$ cat src/rtl/mult_pkg.sv
// Shared definitions for the shift-add multiplier peripheral: register map,
// CTRL bit positions and the core FSM encoding.
package mult_pkg;

  localparam logic [2:0] ADDR_A      = 3'd0;
  localparam logic [2:0] ADDR_B      = 3'd1;
  localparam logic [2:0] ADDR_CTRL   = 3'd2;
  localparam logic [2:0] ADDR_RES_LO = 3'd3;
  localparam logic [2:0] ADDR_RES_HI = 3'd4;
  localparam logic [2:0] ADDR_STATUS = 3'd5;

  localparam int CTRL_START  = 0;
  localparam int CTRL_SIGNED = 1;

  typedef enum logic [1:0] {
    ST_IDLE = 2'd0,
    ST_LOAD = 2'd1,
    ST_RUN  = 2'd2,
    ST_FIX  = 2'd3
  } state_e;

endpackage

$ cat src/rtl/mult_core.sv
// Iterative shift-add datapath: magnitudes are multiplied unsigned over exactly
// WIDTH RUN cycles, then the sign is applied once in FIX.
module mult_core
  import mult_pkg::*;
#(
  parameter int WIDTH = 32
) (
  input  logic                 clk,
  input  logic                 rst,
  input  logic                 start,
  input  logic                 signed_mode,
  input  logic [WIDTH-1:0]     a,
  input  logic [WIDTH-1:0]     b,
  output logic                 busy,
  output logic                 done_pulse,
  output logic [2*WIDTH-1:0]   product
);

  localparam int PW = 2 * WIDTH;
  localparam int CW = $clog2(WIDTH) + 1;

  state_e            state_q, state_d;
  logic [PW-1:0]     mcand_q, mcand_d;
  logic [PW-1:0]     acc_q, acc_d;
  logic [PW-1:0]     product_q, product_d;
  logic [WIDTH-1:0]  mplr_q, mplr_d;
  logic [CW-1:0]     cnt_q, cnt_d;
  logic              neg_q, neg_d;
  logic [WIDTH-1:0]  mag_a_s, mag_b_s;

  // Magnitude of -2^(W-1) wraps to itself, which is the correct unsigned value.
  assign mag_a_s = (signed_mode && a[WIDTH-1]) ? (~a + WIDTH'(1)) : a;
  assign mag_b_s = (signed_mode && b[WIDTH-1]) ? (~b + WIDTH'(1)) : b;

  // Next-state and datapath update for LOAD/RUN/FIX.
  always_comb begin
    state_d   = state_q;
    mcand_d   = mcand_q;
    acc_d     = acc_q;
    product_d = product_q;
    mplr_d    = mplr_q;
    cnt_d     = cnt_q;
    neg_d     = neg_q;
    case (state_q)
      ST_IDLE: begin
        if (start) state_d = ST_LOAD;
        else       state_d = ST_IDLE;
      end
      ST_LOAD: begin
        mcand_d = PW'(mag_a_s);
        mplr_d  = mag_b_s;
        neg_d   = signed_mode & (a[WIDTH-1] ^ b[WIDTH-1]);
        acc_d   = '0;
        cnt_d   = '0;
        state_d = ST_RUN;
      end
      ST_RUN: begin
        if (mplr_q[0]) acc_d = acc_q + mcand_q;
        else           acc_d = acc_q;
        mcand_d = mcand_q << 1;
        mplr_d  = mplr_q >> 1;
        cnt_d   = cnt_q + CW'(1);
        if (cnt_q == CW'(WIDTH - 1)) state_d = ST_FIX;
        else                         state_d = ST_RUN;
      end
      ST_FIX: begin
        if (neg_q) product_d = ~acc_q + PW'(1);
        else       product_d = acc_q;
        state_d = ST_IDLE;
      end
      default: state_d = ST_IDLE;
    endcase
  end

  // State and datapath registers with synchronous active-low reset.
  always_ff @(posedge clk) begin
    if (!rst) begin
      state_q   <= ST_IDLE;
      mcand_q   <= '0;
      acc_q     <= '0;
      product_q <= '0;
      mplr_q    <= '0;
      cnt_q     <= '0;
      neg_q     <= 1'b0;
    end else begin
      state_q   <= state_d;
      mcand_q   <= mcand_d;
      acc_q     <= acc_d;
      product_q <= product_d;
      mplr_q    <= mplr_d;
      cnt_q     <= cnt_d;
      neg_q     <= neg_d;
    end
  end

  assign busy       = (state_q != ST_IDLE);
  assign done_pulse = (state_q == ST_FIX);
  assign product    = product_q;

endmodule

$ cat src/rtl/multiplier_shift_add.sv
// Bus-facing wrapper: operand/control registers, read mux, CPU stall signals
// and LED output around the iterative multiplier core.
module multiplier_shift_add
  import mult_pkg::*;
#(
  parameter int WIDTH = 32,
  parameter int LED_W = 8
) (
  input  logic              clk,
  input  logic              rst,
  input  logic              wstrb,
  input  logic              rstrb,
  input  logic [2:0]        sel,
  input  logic [31:0]       wdata,
  output logic [31:0]       rdata,
  output logic              wbusy,
  output logic              rbusy,
  output logic [LED_W-1:0]  LED
);

  logic [WIDTH-1:0]    a_q, a_d;
  logic [WIDTH-1:0]    b_q, b_d;
  logic                signed_q, signed_d;
  logic                done_q, done_d;
  logic                busy_s, done_pulse_s, wr_en_s, start_s;
  logic [2*WIDTH-1:0]  product_s;
  logic                unused_wdata_s;

  // Writes during a run are dropped so operands stay stable for the core.
  assign wr_en_s        = wstrb & ~busy_s;
  assign start_s        = wr_en_s & (sel == ADDR_CTRL) & wdata[CTRL_START];
  assign unused_wdata_s = ^wdata;

  mult_core #(.WIDTH(WIDTH)) u_core (
    .clk         (clk),
    .rst         (rst),
    .start       (start_s),
    .signed_mode (signed_q),
    .a           (a_q),
    .b           (b_q),
    .busy        (busy_s),
    .done_pulse  (done_pulse_s),
    .product     (product_s)
  );

  // Register-bank next values.
  always_comb begin
    a_d      = a_q;
    b_d      = b_q;
    signed_d = signed_q;
    if (wr_en_s) begin
      case (sel)
        ADDR_A:    a_d      = wdata[WIDTH-1:0];
        ADDR_B:    b_d      = wdata[WIDTH-1:0];
        ADDR_CTRL: signed_d = wdata[CTRL_SIGNED];
        default:   a_d      = a_q;
      endcase
    end else begin
      signed_d = signed_q;
    end
    if (start_s)           done_d = 1'b0;
    else if (done_pulse_s) done_d = 1'b1;
    else                   done_d = done_q;
  end

  // Register bank with synchronous active-low reset.
  always_ff @(posedge clk) begin
    if (!rst) begin
      a_q      <= '0;
      b_q      <= '0;
      signed_q <= 1'b0;
      done_q   <= 1'b0;
    end else begin
      a_q      <= a_d;
      b_q      <= b_d;
      signed_q <= signed_d;
      done_q   <= done_d;
    end
  end

  // Read mux; every field is zero-extended to the bus width.
  always_comb begin
    case (sel)
      ADDR_A:      rdata = 32'(a_q);
      ADDR_B:      rdata = 32'(b_q);
      ADDR_CTRL:   rdata = {30'd0, signed_q, 1'b0};
      ADDR_RES_LO: rdata = 32'(product_s[WIDTH-1:0]);
      ADDR_RES_HI: rdata = 32'(product_s[2*WIDTH-1:WIDTH]);
      ADDR_STATUS: rdata = {30'd0, done_q, busy_s};
      default:     rdata = 32'd0;
    endcase
  end

  assign wbusy = busy_s & wstrb;
  assign rbusy = busy_s & rstrb & ((sel == ADDR_RES_LO) | (sel == ADDR_RES_HI));
  assign LED   = product_s[LED_W-1:0];

endmodule
$ cat config.mk
export PLATFORM = sky130hd
export DESIGN_NAME = multiplier_shift_add
export DESIGN_NICKNAME = d
export VERILOG_FILES = /design/src/rtl/mult_pkg.sv /design/src/rtl/mult_core.sv /design/src/rtl/multiplier_shift_add.sv
export SDC_FILE = /design/constraint.sdc
export NUM_CORES = 1
export LEC_CHECK = 0
export ABC_CLOCK_PERIOD_IN_PS = 3100
export CORE_MARGIN = 2
export CORE_UTILIZATION = 35
export DETAILED_ROUTE_END_ITERATION = 8
export PLACE_DENSITY = 0.58
export SYNTH_ARGS = -nofsm -noshare
export SYNTH_HDL_FRONTEND = slang
export SYNTH_HIERARCHICAL = 1
export SYNTH_SLANG_ARGS = --single-unit
$ cat constraint.sdc
create_clock -name clk -period 3.1 [get_ports clk]
set_input_delay 0.62 -clock clk [delete_from_list [all_inputs] [get_ports clk]]
set_output_delay 0.62 -clock clk [all_outputs]
set_load 0.005 [all_outputs]
==> results.json <==
{
  "crit_chain": "ha_4, inv_2, fa_2, nor2b_2, o2111ai_2, a21oi_2, buf_4, o21ai_4, a211oi_4, o21ai_2, a2111oi_4, o2111ai_2, a21oi_2, o21ai_1, a32o_1",
  "via_per_inst": 5.43,
  "die_h_um": 237,
  "synth.avg_cell_area_um2": 8.24,
  "leakage_nw": 10.6,
  "slew_headroom": 0.276,
  "met1_usage": 0.271,
  "clockBufferDepth": 3,
  "synth_xor_xnor_area_share": 0.0806,
  "synth_compound_area_frac": 0.212,
  "crit_path_top_delay_cell": "a2111oi_4",
  "clkTransAtPathRegs_ns": 0.06,
  "synth_ff_type": "dfxtp_1",
  "grt_pass1_vias": 17141,
  "routed-via-count": 17703,
  "muxShareOfSynthArea": 0.0935,
  "remaining_drc_errors": 0,
  "synthAdderAreaFrac": 0.0484,
  "grt_overflow": 0,
  "grt_max_degree": 163,
  "dp_hpwl_um": 44600,
  "core_area_um2": 53800,
  "routed_wl_um": 61000,
  "ys_seq_area_frac": 0.315,
  "max_stage_delay_ns": 0.44,
  "synth.distinct_cells": 80,
  "clock_latency_ns": 0.56,
  "yosys_warnings": 6,
  "yosys.area_share.simple": 0.207,
  "use_met3": 0.0268,
  "cts_sinks": 299,
  "slew_violations": 0,
  "layout_setup_ws_ns": -0.169,
  "io_buffers": 80,
  "hold_slack_ns": 0.480,
  "antenna_found_initial": 0,
  "fin_crit_sh": 1.05,
  "grt_most_used_layer": "met2",
  "setup_violations": 9,
  "grt_pass1_wl_um": 94600,
  "synthTopCellsByCount": "nand2_1, dfxtp_1, mux2i_1",
  "ys_async_sr_fraction": 0,
  "cp.required_ns": 3.54,
  "post-place-ws_ns": -0.561,
  "synth_top_area_frac": 0.315,
  "gp_congestion": 0.885,
  "synthCells": 2309,
  "grt_use_total": 0.209,
  "rows": 85,
  "violations": "negative setup slack",
  "cap_violations": 0,
  "rsz0062_at_grt": "yes",
  "timing.fmax_ghz": 0.306,
  "ys_top_cells_by_area": "dfxtp_1, mux2i_1, nand2_1, ha_1, o21ai_0",
  "netlist_area_um2": 19000,
  "yosysMostFrequentCell": "nand2_1",
  "synth_edf_count": 0,
  "htreeDepth": 2,
  "cp-start-kind": "register",
  "finalNetCount": 2651,
  "status": "finished with violations",
  "postRouteAntennaNets": 0,
  "cts_root_buf": "clkbuf_16",
  "syn-num-nets": 2421,
  "syn2layout_area_growth_pct": 26.8,
  "cp.buffers_inverters": 2,
  "cts_tree": "yes",
  "fillers": 5261,
  "arrival_ns": 3.71,
  "drt_iter0_drc": 1140,
  "synth_top_family_by_area": "compound AO/OA/AOI/OAI gates",
  "drive_above_1_share": 0.183,
  "fin_worst_skew_ns": 0.0182,
  "dr.pass1.iters": 6,
  "routedWlPerCell_um": 18.7,
  "fin_crit_ns": 3.27,
  "cts_buffers": 36,
  "power_density_nw_per_um2": 370,
  "critPathTopFamily": "compound AO/OA/AOI/OAI gates",
  "cts_hold_buf": 0,
  "met2_usage": 0.360,
  "synth_seq_cells": 299,
  "crit_path_end_kind": "register",
  "ios": 81,
  "irDropWorstVdd_mv": 0.371,
  "synth_area_leader_cell": "dfxtp_1",
  "dieArea_um2": 56200,
  "die_x_um": 237,
  "path_class": "reg -> reg",
  "worst_pin_slew_ns": 1.09,
  "hold_viol_final": 0,
  "hold_class": "reg -> reg",
  "worstPathMaxFanout": 3,
  "start_util": 0.354
}
-- layer usage --
metal / part of all wire / up-vias
li1: - / 8666
met1: 0.45 / 8526
met2: 0.48 / 414
met3: 0.044 / 97
met4: 0.029 / 0
met5: 0 / -
-- cell families after synthesis --
family	Yosys count
multiplexers	176
XOR/XNOR	175
buffers and inverters	200
AND/OR/NAND/NOR	788
AO/OA/AOI/OAI	598
adder cells (fa/ha/maj)	73
flip-flops	299
-- layout by cell type (no fill, tap or decap), drive strengths merged, types with 38 or more instances in the layout --
cell type	count
buf	273
mux2i	172
inv	41
a22oi	38
nor2b	124
dfxtp	299
xnor2	80
o211a	53
xor2	95
nand3	54
clkbuf	54
clkdlybuf4s50	62
ha	72
a21oi	115
a21o	47
nor2	71
nand2	377
o21ai	181
a21boi	39
-- metrics by stage --
step	setup TNS (ns)	util	total power [mW]	cell area, µm²	instances
2_1_floorplan	0	-	4.29	19000	2309
3_3_place_gp	-5.20	0.410	4.51	22000	3174
3_5_place_dp	-5.86	0.410	4.51	22000	3174
4_1_cts	-0.543	0.436	8.98	23500	3244
5_1_grt	-3.23	0.448	9.22	24100	3262
6_report	-0.748	0.448	8.92	24100	3263
-- report_power, final --
part           internal, mW  total [mW]  switching (mW)
Clock                  2.65        4.44            1.79
Combinational         0.248       0.583           0.335
Sequential             3.86        3.89          0.0297
Total                  6.76        8.92            2.16
-- state kept, by name, indices dropped and copies added, names as in the netlist, 2 cells and up --
register	count
u_core/acc_q	64
u_core/mcand_q	64
u_core/product	64
a_q	32
b_q	32
u_core/mplr_q	32
u_core/cnt_q	6
u_core/state_q	2
-- worst paths after layout --
check	start	to	slack [ns]	depth (start not counted)
worst min register to register	u_core/product[27]$_SDFFE_PN0P_	u_core/product[27]$_SDFFE_PN0P_	0.48	1
worst max-delay path	u_core/acc_q[0]$_SDFFE_PN0P_	u_core/acc_q[54]$_SDFFE_PN0P_	-0.17	15
worst max register to register	u_core/acc_q[0]$_SDFFE_PN0P_	u_core/acc_q[54]$_SDFFE_PN0P_	-0.17	15
worst min-delay path	u_core/product[27]$_SDFFE_PN0P_	u_core/product[27]$_SDFFE_PN0P_	0.48	1
-- repair_timing --
action	in CTS	in global routing
endpoints found under the setup margin	48	75
buffers inserted	5	17
cloned	0	1
pin swaps	23	58
gates resized for setup	44	116
hold endpoints to repair	0	0
-- final cells by class --
type | count | area, µm² | area share
Clock buffer | 53 | 1060 | 0.0441
Inverter | 40 | 154 | 0.00638
Sequential cell | 299 | 6000 | 0.249
Antenna cell | 1 | 2.50 | 0.000104
Clock inverter | 12 | 168 | 0.00695
Multi-Input combinational cell | 1810 | 12800 | 0.532
Tap cell | 696 | 871 | 0.0361
Timing Repair Buffer | 352 | 3030 | 0.125
(Power assumes the default switching activity.)
